**src/rtl/memd_load_arbiter.sv**
```systemverilog
// memd_load_arbiter: shares the single combinational memd read port among
// NUM_REQ load requesters. It grants one load per cycle in round-robin order,
// captures mem_rdata in the grant cycle, and returns {id, tag, data} after LAT
// cycles. flush squashes every load still in flight.
// Optional build macro MEMD_ARB_RESP_READY_EN adds a resp_ready back-pressure
// input. While a response is shown but not accepted, the whole pipeline holds
// and no new grant is issued.
module memd_load_arbiter #(
  parameter int NUM_REQ = 4,
  parameter int ADDR_W  = 2,
  parameter int DATA_W  = 4,
  parameter int TAG_W   = 3,
  parameter int LAT     = 2
) (
  input  logic                         clk,
  input  logic                         rst,
  input  logic [NUM_REQ-1:0]           req_valid,
  input  logic [NUM_REQ*ADDR_W-1:0]    req_addr,
  input  logic [NUM_REQ*TAG_W-1:0]     req_tag,
  output logic [NUM_REQ-1:0]           req_ready,
  input  logic                         flush,
  output logic [ADDR_W-1:0]            mem_addr,
  input  logic [DATA_W-1:0]            mem_rdata,
`ifdef MEMD_ARB_RESP_READY_EN
  input  logic                         resp_ready,
`endif
  output logic                         resp_valid,
  output logic [$clog2(NUM_REQ)-1:0]   resp_id,
  output logic [TAG_W-1:0]             resp_tag,
  output logic [DATA_W-1:0]            resp_data
);

  localparam int ID_W = $clog2(NUM_REQ);

  logic [ID_W-1:0]   ptr_q, ptr_d;
  logic              vld_q  [LAT];
  logic              vld_d  [LAT];
  logic [ID_W-1:0]   id_q   [LAT];
  logic [ID_W-1:0]   id_d   [LAT];
  logic [TAG_W-1:0]  tag_q  [LAT];
  logic [TAG_W-1:0]  tag_d  [LAT];
  logic [DATA_W-1:0] data_q [LAT];
  logic [DATA_W-1:0] data_d [LAT];

  logic              stall;
  logic              grant_ok;
  logic              grant;
  logic              win_found;
  logic [ID_W-1:0]   win_idx;
  logic [ID_W-1:0]   scan_idx;

  // The oldest stage is shown on the response port. It stalls only when it is
  // valid and the consumer refuses it.
`ifdef MEMD_ARB_RESP_READY_EN
  assign stall = vld_q[LAT-1] & ~resp_ready;
`else
  assign stall = 1'b0;
`endif

  // Priority order: rst, then flush, then stall. Each of these blocks a grant.
  assign grant_ok = ~rst & ~flush & ~stall;
  assign grant    = grant_ok & win_found;

  // Round-robin scan: find the first valid requester, starting at ptr.
  always_comb begin
    win_found = 1'b0;
    win_idx   = '0;
    scan_idx  = '0;
    for (int k = 0; k < NUM_REQ; k++) begin
      scan_idx = ptr_q + ID_W'(k);
      if (!win_found && req_valid[scan_idx]) begin
        win_found = 1'b1;
        win_idx   = scan_idx;
      end
    end
  end

  // Decode the winner into the one-hot ready and the memd read address.
  always_comb begin
    req_ready = '0;
    mem_addr  = '0;
    if (grant) begin
      req_ready[win_idx] = 1'b1;
      mem_addr           = req_addr[win_idx*ADDR_W +: ADDR_W];
    end
  end

  // Next state: advance the pointer past the winner and shift the return
  // pipeline. A flush squashes every stage. A stall freezes every stage.
  always_comb begin
    ptr_d = ptr_q;
    for (int i = 0; i < LAT; i++) begin
      vld_d[i]  = vld_q[i];
      id_d[i]   = id_q[i];
      tag_d[i]  = tag_q[i];
      data_d[i] = data_q[i];
    end
    if (grant) begin
      ptr_d = win_idx + ID_W'(1);
    end
    if (flush) begin
      for (int i = 0; i < LAT; i++) begin
        vld_d[i] = 1'b0;
      end
    end else if (!stall) begin
      vld_d[0]  = grant;
      id_d[0]   = win_idx;
      tag_d[0]  = req_tag[win_idx*TAG_W +: TAG_W];
      data_d[0] = mem_rdata;
      for (int i = 1; i < LAT; i++) begin
        vld_d[i]  = vld_q[i-1];
        id_d[i]   = id_q[i-1];
        tag_d[i]  = tag_q[i-1];
        data_d[i] = data_q[i-1];
      end
    end
  end

  // State registers. A reset discards every outstanding load.
  always_ff @(posedge clk) begin
    if (rst) begin
      ptr_q <= '0;
      for (int i = 0; i < LAT; i++) begin
        vld_q[i]  <= 1'b0;
        id_q[i]   <= '0;
        tag_q[i]  <= '0;
        data_q[i] <= '0;
      end
    end else begin
      ptr_q <= ptr_d;
      for (int i = 0; i < LAT; i++) begin
        vld_q[i]  <= vld_d[i];
        id_q[i]   <= id_d[i];
        tag_q[i]  <= tag_d[i];
        data_q[i] <= data_d[i];
      end
    end
  end

  assign resp_valid = vld_q[LAT-1];
  assign resp_id    = id_q[LAT-1];
  assign resp_tag   = tag_q[LAT-1];
  assign resp_data  = data_q[LAT-1];

endmodule

```
**config.mk**
```make
export PLATFORM = sky130hd
export DESIGN_NAME = memd_load_arbiter
export DESIGN_NICKNAME = d
export VERILOG_FILES = /design/src/rtl/memd_load_arbiter.sv
export SDC_FILE = /design/constraint.sdc
export NUM_CORES = 1
export LEC_CHECK = 0
export ABC_AREA = 1
export CAP_MARGIN = 20
export CORE_MARGIN = 2
export CORE_UTILIZATION = 42
export CTS_BUF_LIST = sky130_fd_sc_hd__clkbuf_4 sky130_fd_sc_hd__clkbuf_8
export DETAILED_ROUTE_END_ITERATION = 6
export GPL_TIMING_DRIVEN = 0
export PLACE_DENSITY_LB_ADDON = 0.15
export SLEW_MARGIN = 20
export SYNTH_ARGS = -nofsm -noshare
export SYNTH_HDL_FRONTEND = slang
export SYNTH_SLANG_ARGS = --single-unit
```
**constraint.sdc**
```tcl
create_clock -name clk -period 2.35 [get_ports clk]
set_input_delay 0.705 -clock clk [delete_from_list [all_inputs] [get_ports clk]]
set_output_delay 0.705 -clock clk [all_outputs]
set_load 0.02 [all_outputs]
```
# ---- Word-level counts from Yosys, hierarchy flattened
# Memory sizes are Yosys's and may differ from the RTL's.
# Index checks and enable logic that the tools add are counted.
# W data, S select, Z words.
dict set report word_totals {
  n_memories 4
  word_cells 72
  out_inout_bits 16
  regBits 2
  ramBits 20
  inputBits 31
}
# memory words width rd rd_clocked_by_memory_dff wr line
set mem_list {}
lappend mem_list {data_q 2 4 2 0 2 42} ;# logic [DATA_W-1:0] data_q [LAT];
lappend mem_list {tag_q 2 3 2 0 2 40} ;# logic [TAG_W-1:0] tag_q [LAT];
lappend mem_list {id_q 2 2 2 0 2 38} ;# logic [ID_W-1:0] id_q [LAT];
lappend mem_list {vld_q 2 1 2 0 2 36} ;# logic vld_q [LAT];
dict set report classes {
  mul 1
  add_sub_neg 4
  shifts 2
  bitwise 12
  n_mux 35
  n_lt_le_gt_ge 6
  reduce_logical 7
}
# cell count
set op_table {}
lappend op_table {{$mux W2} 8}
lappend op_table {{$mux W4} 4}
lappend op_table {{$lt A2 B3 Y1 const B} 5}
lappend op_table {{$mux W1} 14}
lappend op_table {{$shiftx A12 B5 Y3} 1}
lappend op_table {{$bmux W1 S2} 4}
lappend op_table {{$mux W8} 1}
lappend op_table {{$or A1 B1 Y1} 8}
lappend op_table {{$shiftx A8 B4 Y2} 1}
lappend op_table {{$mux W3} 2}
lappend op_table {{$mux W6} 1}
lappend op_table {{$add A2 B1 Y2 const B} 2}
lappend op_table {{$add A2 B2 Y2 const B} 2}
lappend op_table {{$logic_and A1 B1 Y1} 4}
lappend op_table {{$mul A2 B2 Y4 const B} 1}
lappend op_table {{$logic_not A1 Y1} 3}
lappend op_table {{$and A1 B1 Y1} 2}
lappend op_table {{$demux W1 S2} 1}
lappend op_table {{$ge A2 B1 Y1 const B} 1}
lappend op_table {{$not A1 Y1} 2}

# ---- Depth between registers and ports, before layout
# Gate-level depths: netlist of the first run.
dict set report depth {
  depth_word 17
  mapped_depth 14
  mapped_depth_nobuf 14
}

# ---- Worst setup path before layout of the first run
# Ideal clock, no wire load.
dict set report synth_path {
  kind {input-to-output}
  startpoint {input port req_valid[1]}
  endpoint {output port req_ready[0]}
  n_path_buf 1
  path_stages 11
  required_time_ns 1.645
  arrival_ns 1.954
  setup_slack_ns -0.309
  path_cell_list {inv_1 nand2_2 nand3_1 nand2_2 nor2_4 nand3_4 nand3_4 buf_6 ha_1 inv_1 nor2_1}
}
dict set report synth_via {
  elab_chain_cells 17
}
# item line
set synth_lines {}
lappend synth_lines {{from (decl)} 17} ;# input logic [NUM_REQ-1:0] req_valid,
lappend synth_lines {{$bmux W1 S2} 71} ;# if (!win_found && req_valid[scan_idx]) begin
lappend synth_lines {{$mux W1 (not written as such)} 71}
lappend synth_lines {{$mux W1} 71}
lappend synth_lines {{$logic_not A1 Y1} 71}
lappend synth_lines {{$logic_and A1 B1 Y1} 71}
lappend synth_lines {{$mux W1} 71}
lappend synth_lines {{$logic_not A1 Y1} 71}
lappend synth_lines {{$logic_and A1 B1 Y1} 71}
lappend synth_lines {{$mux W1} 71}
lappend synth_lines {{$logic_not A1 Y1} 71}
lappend synth_lines {{$logic_and A1 B1 Y1} 71}
lappend synth_lines {{$mux W2} 71}
lappend synth_lines {{$lt A2 B3 Y1 (not written as such) or $ge A2 B1 Y1 (tied branches)} 83} ;# req_ready[win_idx] = 1'b1;
lappend synth_lines {{$logic_and A1 B1 Y1 (not written as such)} 83}
lappend synth_lines {{$mux W1 (not written as such)} 83}
lappend synth_lines {{$demux W1 S2} 83}
lappend synth_lines {{$mux W4 (*)} 82} ;# if (grant) begin
lappend synth_lines {{to (decl)} 20} ;# output logic [NUM_REQ-1:0] req_ready,
# Every way passes the cells marked *; elsewhere a longest branch is shown, timed or not. The select of a mux whose other input is x is not followed.

# ---- Worst setup path after layout of the first run
dict set report layout_path {
  startpoint {input port req_valid[2]}
  endpoint {output port mem_addr[0]}
}
dict set report layout_via {
  elab_chain_cells 14
}
# item line
set layout_lines {}
lappend layout_lines {{$bmux W1 S2} 71}
lappend layout_lines {{$mux W1 (not written as such)} 71}
lappend layout_lines {{$mux W1} 71}
lappend layout_lines {{$logic_not A1 Y1} 71}
lappend layout_lines {{$logic_and A1 B1 Y1} 71}
lappend layout_lines {{$mux W1} 71}
lappend layout_lines {{$logic_not A1 Y1} 71}
lappend layout_lines {{$logic_and A1 B1 Y1} 71}
lappend layout_lines {{$mux W1} 71}
lappend layout_lines {{$logic_not A1 Y1} 71}
lappend layout_lines {{$logic_and A1 B1 Y1} 71}
lappend layout_lines {{$mux W2 or $mux W1 (tied branches)} 71}
lappend layout_lines {{$shiftx A8 B4 Y2 or $and A1 B1 Y1 (tied branches)} {84, 62}}
lappend layout_lines {{$mux W2 (*)} 82}
lappend layout_lines {{to (decl)} 22} ;# output logic [ADDR_W-1:0] mem_addr,
# Marked as above.

==> results of run 1 <==
-- logic make-up (layout without fill, tap and decap cells) --
kind of cell,count (synthesis),after routing,share of synthesized area
and+or+nand+nor,106,106,0.366
DFF,22,22,0.316
buffers and inverters,50,120,0.169
adders and majority gates,4,4,0.0359
AOI/OAI and AO/OA,28,28,0.113
-- worst max-delay path: cells and delay by family --
family	cells	cell delay, ps
buf+inv	4	490
simple gates	9	670
compound gates	2	300
-- cell usage after synthesis (3+ instances only) --
master | number | share of area
nand3_2 | 3 | 0.022
o21ai_0 | 13 | 0.047
inv_1 | 33 | 0.089
a22o_1 | 3 | 0.019
nand4_1 | 3 | 0.013
buf_4 | 9 | 0.048
inv_2 | 4 | 0.011
nand2_2 | 12 | 0.054
nand2_1 | 64 | 0.17
ha_1 | 4 | 0.036
nand3_1 | 11 | 0.039
a21oi_1 | 8 | 0.029
nor2_1 | 9 | 0.024
dfxtp_1 | 22 | 0.32
-- per-stage QoR --
stage | cells | area, µm² | worst slack, ps | hold slack, ps
global placement | 300 | 2000 | -1350 | 400
detailed placement | 300 | 2000 | -1360 | 399
CTS | 314 | 2190 | -415 | 417
global route | 324 | 2450 | -604 | 485
floorplan | 210 | 1490 | -154 | 394
finish | 324 | 2450 | -507 | 471
-- registers in the layout, indices dropped and copies added, names as in the netlist --
signal	flops
ptr_q	2
data_q	8
tag_q	6
id_q	4
vld_q	2
-- path summary, 6_finish.rpt --
kind	startpoint	endpoint	slack [ps]	cells past startpoint
max	req_valid[2]	mem_addr[0]	-510	15
min	data_q[0][7]	data_q[0][7]	470	2
max reg2reg	ptr_q[0]	tag_q[0][2]	480	13
min reg2reg	data_q[0][7]	data_q[0][7]	470	2
-- metal layers --
layer,up-vias,routed length (µm),part of all wire
li1,786,-,-
met5,-,0,0
met3,8,190,0.049
met4,0,68,0.017
met1,702,1500,0.38
met2,48,2140,0.55
-- final cells by class --
class	count	area, µm²
Multi-Input combinational cell	138	991
Fill cell	234	657
Inverter	38	173
Timing Repair Buffer	66	641
Buffer	12	103
Clock buffer	4	36.3
Sequential cell	22	448
Tap cell	44	55.1
-- timing repair --
action,CTS,global route
buffers inserted,9,9
pin swaps,9,28
gates cloned,1,1
hold endpoints to repair,0,0
setup endpoints to repair,6,6
gates resized for setup,78,39
-- power breakdown --
part | switching [mW] | total, mW | internal, mW
registers | 0.0298 | 0.445 | 0.415
clock network | 0.110 | 0.205 | 0.0948
logic | 0.617 | 1.16 | 0.540
==> results.py, run 1 <==
metrics = {
    "outcome": {
        "status": "finished with violations",
        "violations": "negative setup slack",
    },
    "timing": {
        "maxSlewViolCount": 0,
        "max_freq_mhz": 350,
        "clock_skew_ps": 5.17,
        "fin_crit_sh": 1.22,
        "setup_slack_ps": -507,
        "max-slew-margin-rel": 0.688,
        "hold_viol_final": 0,
        "finalSetupViolCount": 6,
        "setup_tns_ps": -2760,
        "finalWorstPathRequiredPeriod_ps": 2860,
        "rsz0062_at_grt": "yes",
        "worst_slew_pin_slew_ps": 468,
    },
    "yosys": {
        "seq_area_frac_synth": 0.316,
        "syn_area_per_cell_um2": 6.64,
        "synth_edf_count": 0,
        "synthCells": 210,
        "mappedNetlistArea_um2": 1400,
        "ys_async_sr_fraction": 0,
        "ys.flop_type": "dfxtp_1",
        "synth_warnings": 0,
        "ys_ff_latch": 22,
        "ys_types": 23,
        "synthesis.nets": 245,
    },
    "placement": {
        "dp_hpwl_um": 2330,
        "io_buffers": 46,
        "gp_congestion": 0.838,
    },
    "setup_path": {
        "cpPeakStageDelay_ps": 170,
        "crit_path_frequent_cell": "nand2_4",
        "required_ps": 1640,
        "worstSetupStartpointType": "primary input",
        "cp_slowest_cell": "buf_6",
        "path_cells": "buf_2 -> inv_4 -> nand2_1 -> nand2_2 -> nand2_2 -> nand2_2 -> nand2_4 -> nand2_4 -> nand2_4 -> nand3_4 -> buf_6 -> nand2_4 -> o211ai_1 -> a21oi_2 -> buf_6",
        "critPathMaxFanout": 5,
        "crit_path_end_kind": "output pin",
        "worst_ep_arrival_time_ps": 2150,
        "critPathKind": "primary input to output pin",
    },
    "clock_network": {
        "postCtsHoldBufs": 0,
        "cts_sinks": 22,
        "clk_pin_slew_ps": 120,
        "root_buffer": "clkbuf_4",
        "cts_tree": "done",
        "cts_buffers": 3,
        "htreeDepth": 1,
        "clock_latency_ps": 310,
        "clock_path_buffers": 2,
    },
    "grt": {
        "grtUsageTotal": 0.195,
        "grt_pass1_vias": 1338,
        "met3_usage": 0.0483,
        "grt_pass1_wl_um": 5550,
        "busiest_layer": "met2",
        "grt_antenna_before_repair": 0,
        "gr-usage-met2": 0.359,
        "grt_max_degree": 13,
        "grt.met1_usage": 0.226,
        "globalRouteOverflowTotal": 0,
    },
    "drt": {
        "vias": 1544,
        "drcViolationCount": 0,
        "drt-wirelength-per-cell_um": 12.0,
        "routed_via_density": 4.77,
        "wl_um": 3900,
        "antenna_left": 0,
        "drt_first_iter_violations": 70,
        "first_pass_iters": 4,
    },
    "layout": {
        "area.growth.synth_to_final_pct": 75.3,
        "final_cell_mix": "nand2_1, clkdlybuf4s50_1, buf_4, inv_1",
        "fin_nets": 316,
        "final_common_cell": "nand2_1",
        "drive_above_1_share": 0.404,
        "final_core_util": 0.788,
        "antenna_cells": 0,
    },
    "floorplan": {
        "core_um2": 3100,
        "die_y_um": 61.6,
        "start_util": 0.450,
        "die_x_um": 61.6,
        "rows": 20,
        "die_area_um2": 3800,
        "io_pins": 47,
    },
    "min_path": {
        "hold_path_class": "register to register",
    },
    "power": {
        "cellLeakagePower_nw": 1.16,
        "power_mw": 1.81,
        "peakVddDrop_uv": 454,
        "power_density_nw_per_um2": 739,
    },
    "job": {
        "maxCapViolCount": 0,
    },
}
Power figures use the tool's default switching activity.
==> run 2, diff against run 1 <==
Settings changed: SKIP_CTS_REPAIR_TIMING set to 1.
==> run 2 against run 1 <==
  * The run still ends with negative setup slack left
  * Wire length decreased by 5.4%
  * Via count is 3.0% lower
  * Hold slack worse by 8.8 ps
  * Highest routed layer unchanged
  * Power is 4.3% lower
  * Non-clock buffer count decreased by 6
  * Count of clock-buffer cells in the layout is the same
  * Fmax rose by 1.3%
==> results.py, run 2 (synthesized netlist as in run 1, its figures left out) <==
metrics = {
    "outcome": {
        "status": "finished with violations",
        "violations": "negative setup slack",
    },
    "timing": {
        "worst_slew_pin_slew_ps": 455,
        "max-slew-margin-rel": 0.696,
        "hold_viol_final": 0,
        "maxSlewViolCount": 0,
        "clock_skew_ps": 10.3,
        "max_freq_mhz": 355,
        "rsz0062_at_grt": "yes",
        "finalWorstPathRequiredPeriod_ps": 2820,
        "whs_ps": 462,
        "setup_slack_ps": -471,
        "fin_crit_sh": 1.20,
        "finalSetupViolCount": 6,
    },
    "clock_network": {
        "clock_latency_ps": 320,
        "clk_pin_slew_ps": 120,
        "htreeDepth": 1,
        "cts_buffers": 3,
        "cts_tree": "done",
        "root_buffer": "clkbuf_4",
        "clock_path_buffers": 2,
        "cts_sinks": 22,
    },
    "layout": {
        "final_cell_mix": "nand2_1, clkdlybuf4s50_1, inv_1, buf_4, dfxtp_1",
        "final_core_util": 0.773,
        "regMostFlops": "data_q",
        "num-fill-cells": 243,
        "fin_nets": 310,
        "drive_above_1_share": 0.383,
        "final_common_cell": "nand2_1",
        "antenna_cells": 0,
        "largest_reg_flops": 8,
        "largestRegisters": "data_q: 8 flops, tag_q: 6 flops, id_q: 4 flops",
        "area.growth.synth_to_final_pct": 71.9,
    },
    "setup_path": {
        "timing.rr.end": "tag_q[0][2]",
        "crit_family": "simple AND/OR/NAND/NOR gates",
        "worst_ep_arrival_time_ps": 2120,
        "critPathKind": "primary input to output pin",
        "crit_path_end_kind": "output pin",
        "crit_buf_inv": 4,
        "critPathMaxFanout": 6,
        "required_ps": 1640,
        "rr_startpoint": "ptr_q[0]",
        "cp_slowest_cell": "o211ai_1",
        "worst-r2r-cell-count": 13,
        "reg2reg_slack_ps": 370,
        "cpPeakStageDelay_ps": 190,
        "path_cells": "clkbuf_2 -> inv_6 -> nand2_1 -> nand2_2 -> nand2_1 -> nand2_2 -> nand2_4 -> nand2_4 -> nand2_4 -> nand3_4 -> buf_6 -> o211ai_1 -> a21oi_2 -> buf_4",
        "worstSetupStartpointType": "primary input",
        "crit_path_frequent_cell": "nand2_4",
    },
    "floorplan": {
        "start_util": 0.450,
        "die_y_um": 61.6,
        "die_area_um2": 3800,
        "die_x_um": 61.6,
        "rows": 20,
        "io_pins": 47,
        "core_um2": 3100,
    },
    "grt": {
        "grt_max_degree": 13,
        "grt_pass1_wl_um": 4950,
        "grt_pass1_vias": 1216,
        "globalRouteOverflowTotal": 0,
        "grtUsageTotal": 0.174,
        "grt_antenna_before_repair": 0,
    },
    "drt": {
        "drcViolationCount": 0,
        "top_layer": "met4",
        "antenna_left": 0,
        "wl_met3_um": 204,
        "routed_via_density": 4.71,
        "wl_um": 3690,
        "vias": 1497,
        "drt_first_iter_violations": 51,
        "drt-wirelength-per-cell_um": 11.6,
        "drt-met1-wl_um": 1470,
        "wl_met2_um": 1940,
        "first_pass_iters": 5,
    },
    "power": {
        "peakVddDrop_uv": 455,
        "p_switching_mw": 0.737,
        "seqPwrFrac": 0.259,
        "pwr-share-clk": 0.121,
        "intPower_mw": 0.991,
        "power_mw": 1.73,
        "switching_share": 0.426,
        "cellLeakagePower_nw": 1.11,
        "power_frac_comb": 0.620,
        "power_density_nw_per_um2": 721,
    },
    "placement": {
        "place_ws_ps": -1360,
        "gp_congestion": 0.838,
        "io_buffers": 46,
        "dp_hpwl_um": 2330,
    },
    "job": {
        "maxCapViolCount": 0,
    },
    "min_path": {
        "hold_path_class": "register to register",
        "hold_depth": 2,
        "worstHoldStart": "vld_q[0][0]",
        "hold_end": "vld_q[0][1]",
    },
}
==> run 2: cell types whose count changed in the layout (fill, tap and decap cells not counted), moves of 2 or more <==
cell	before	now
buf_2	2	0
buf_4	27	21
clkbuf_2	0	2
inv_2	6	4
inv_6	3	5
nand2_1	45	47
nand2_4	20	17
==> run 2: worst min-delay path, cell delays in order (launching register included) <==
cell     delay, ps
dfxtp_1        320
inv_1           60
nor2_1          50
==> run 2: worst max path at each step <==
stage | end | slack, ps | cells after the start | from
2_1_floorplan | mem_addr[0] | -150 | 12 | req_valid[3]
3_3_place_gp | req_ready[1] | -1350 | 15 | req_valid[3]
3_5_place_dp | req_ready[1] | -1360 | 15 | req_valid[3]
4_1_cts | req_ready[1] | -1370 | 15 | req_valid[3]
5_1_grt | mem_addr[0] | -590 | 14 | ptr_q[0]
6_report | mem_addr[1] | -470 | 14 | req_valid[3]
==> run 2: stage by stage <==
step	area (µm²)	instances	setup TNS, ps
global route	2400	318	-3240
finish	2400	318	-2660
global placement	2000	300	-8650
floorplan	1490	210	-685
CTS	2040	304	-8000
detailed placement	2000	300	-8770
==> run 2: layout make-up <==
| class | instances | area, µm² | share of cell area |
|---|---|---|---|
| tap | 44 | 55.1 | 0.0230 |
| clock buffer | 4 | 36.3 | 0.0151 |
| timing repair buffer | 60 | 587 | 0.245 |
| buffer | 12 | 103 | 0.0428 |
| multi-input combinational | 138 | 992 | 0.414 |
| sequential | 22 | 448 | 0.187 |
| inverter | 38 | 178 | 0.0741 |
==> run 2: power by group through the flow <==
| stage | registers, mW | logic [mW] | clock network (mW) |
|---|---|---|---|
| global placement | 0.440 | 0.744 | 0 |
| detailed placement | 0.440 | 0.749 | 0 |
| floorplan | 0.438 | 0.553 | 0 |
| finish | 0.447 | 1.07 | 0.209 |
| CTS | 0.433 | 0.756 | 0.210 |
| global route | 0.452 | 1.16 | 0.230 |
==> run 2: routing by layer <==
| layer | vias up | track usage |
|---|---|---|
| met3 | 5 | 0.0546 |
| met5 | - | 0 |
| met2 | 45 | 0.313 |
| met1 | 672 | 0.201 |
| li1 | 775 | - |
| met4 | 0 | 0.0395 |
==> run 3, diff against run 2 <==
Settings changed: SKIP_LAST_GASP set to 1.
==> run 3 against run 2 <==
  * The flow still finishes with violations (negative setup slack)
  * Critical path type unchanged
  * Final cell count is the same
  * Clock skew grew 1.4 ps
  * Final area shrank 0.16%
  * Setup slack is essentially flat
  * Non-clock buffer count is the same
  * Highest routed layer unchanged
  * Die area is the same
==> results.py, run 3 (synthesized netlist as in run 1, its figures left out) <==
metrics = {
    "floorplan": {
        "start_util": 0.450,
        "die_y_um": 61.6,
        "core_um2": 3100,
        "die_area_um2": 3800,
        "rows": 20,
        "io_pins": 47,
        "die_x_um": 61.6,
    },
    "timing": {
        "max-slew-margin-rel": 0.669,
        "maxSlewViolCount": 0,
        "rsz0062_at_grt": "yes",
        "finalSetupViolCount": 6,
        "finalWorstPathRequiredPeriod_ps": 2820,
        "max_freq_mhz": 354,
        "setup_slack_ps": -471,
        "clock_skew_ps": 11.6,
        "hold_viol_final": 0,
        "worst_slew_pin_slew_ps": 496,
        "fin_crit_sh": 1.20,
    },
    "clock_network": {
        "cts_buffers": 3,
        "clock_latency_ps": 320,
        "clock_path_buffers": 2,
        "clk_pin_slew_ps": 120,
        "htreeDepth": 1,
        "cts_tree": "done",
        "cts_sinks": 22,
        "root_buffer": "clkbuf_4",
    },
    "layout": {
        "final_common_cell": "nand2_1",
        "area.growth.synth_to_final_pct": 71.7,
        "largestRegisters": "data_q: 8 flops, tag_q: 6 flops, id_q: 4 flops",
        "regMostFlops": "data_q",
        "drive_above_1_share": 0.383,
        "fin_nets": 310,
        "antenna_cells": 0,
        "largest_reg_flops": 8,
        "num-fill-cells": 244,
        "final_cell_mix": "nand2_1, clkdlybuf4s50_1, inv_1, buf_4, dfxtp_1",
        "final_cell_count_no_fill": 318,
    },
    "setup_path": {
        "required_ps": 1640,
        "critPathMaxFanout": 6,
        "crit_path_start": "req_valid[3]",
        "worst-r2r-cell-count": 13,
        "worstSetupStartpointType": "primary input",
        "worst_ep_arrival_time_ps": 2120,
        "critPathKind": "primary input to output pin",
        "rr_startpoint": "ptr_q[0]",
        "crit_path_end_kind": "output pin",
    },
    "min_path": {
        "worstHoldStart": "vld_q[0][0]",
        "hold_depth": 2,
        "hold_path_class": "register to register",
    },
    "placement": {
        "gp_congestion": 0.838,
        "dp_cells": 300,
        "dp_hpwl_um": 2330,
        "io_buffers": 46,
        "place_ws_ps": -1360,
    },
    "power": {
        "cellLeakagePower_nw": 1.11,
        "power_density_nw_per_um2": 721,
        "peakVddDrop_uv": 452,
    },
    "grt": {
        "grt_max_degree": 13,
        "grt_pass1_vias": 1216,
        "grt_antenna_before_repair": 0,
        "grtUsageTotal": 0.174,
        "globalRouteOverflowTotal": 0,
        "grt_pass1_wl_um": 4950,
    },
    "outcome": {
        "violations": "negative setup slack",
        "status": "finished with violations",
    },
    "drt": {
        "wl_um": 3700,
        "drt-wirelength-per-cell_um": 11.6,
        "drt_first_iter_violations": 53,
        "drcViolationCount": 0,
        "antenna_left": 0,
        "first_pass_iters": 4,
        "vias": 1491,
        "routed_via_density": 4.69,
    },
    "job": {
        "maxCapViolCount": 0,
    },
}
## run 3: routing by layer
metal,vias to the layer above,part of all wire,GRT usage
met5,-,0,0
li1,775,-,-
met1,670,0.41,0.201
met2,39,0.52,0.313
met3,7,0.048,0.0546
met4,0,0.024,0.0395
## run 3: cell type report
class                           instances  area (µm²)  area share
Buffer                                 12         103      0.0428
Sequential cell                        22         448       0.187
Inverter                               38         178      0.0742
Multi-Input combinational cell        138         992       0.414
Tap cell                               44        55.1      0.0230
Clock buffer                            4        36.3      0.0152
Timing Repair Buffer                   60         583       0.243
## run 3: power by group
part / internal, mW / switching [mW] / total [mW] / leakage, nW
clock: 0.0948 / 0.113 / 0.208 / 0.0210
combinational: 0.480 / 0.592 / 1.07 / 0.909
sequential: 0.415 / 0.0325 / 0.448 / 0.182
## run 3: worst paths after layout
check	to	slack, ps
worst max-delay path	mem_addr[1]	-470
worst min-delay path	vld_q[0][1]	460
worst max register to register	tag_q[0][2]	360
worst min register to register	vld_q[0][1]	460
## run 3: metrics by stage
| step | instance area (µm²) | power [mW] | setup TNS, ps | hold slack, ps | utilization |
|---|---|---|---|---|---|
| floorplan | 1490 | 0.991 | -685 | 394 | - |
| global placement | 2000 | 1.18 | -8650 | 400 | 0.646 |
| detailed placement | 2000 | 1.19 | -8770 | 399 | 0.646 |
| CTS | 2040 | 1.40 | -8000 | 417 | 0.658 |
| global route | 2390 | 1.84 | -3260 | 483 | 0.772 |
| finish | 2390 | 1.73 | -2680 | 462 | 0.772 |
## run 3: worst max-delay path: stages
cell	delay, ps
clkbuf_2	130
inv_6	50
nand2_1	80
nand2_2	70
nand2_1	80
nand2_2	60
nand2_4	80
nand2_4	60
nand2_4	70
nand3_4	120
buf_6	170
o211ai_1	190
a21oi_2	70
buf_4	170
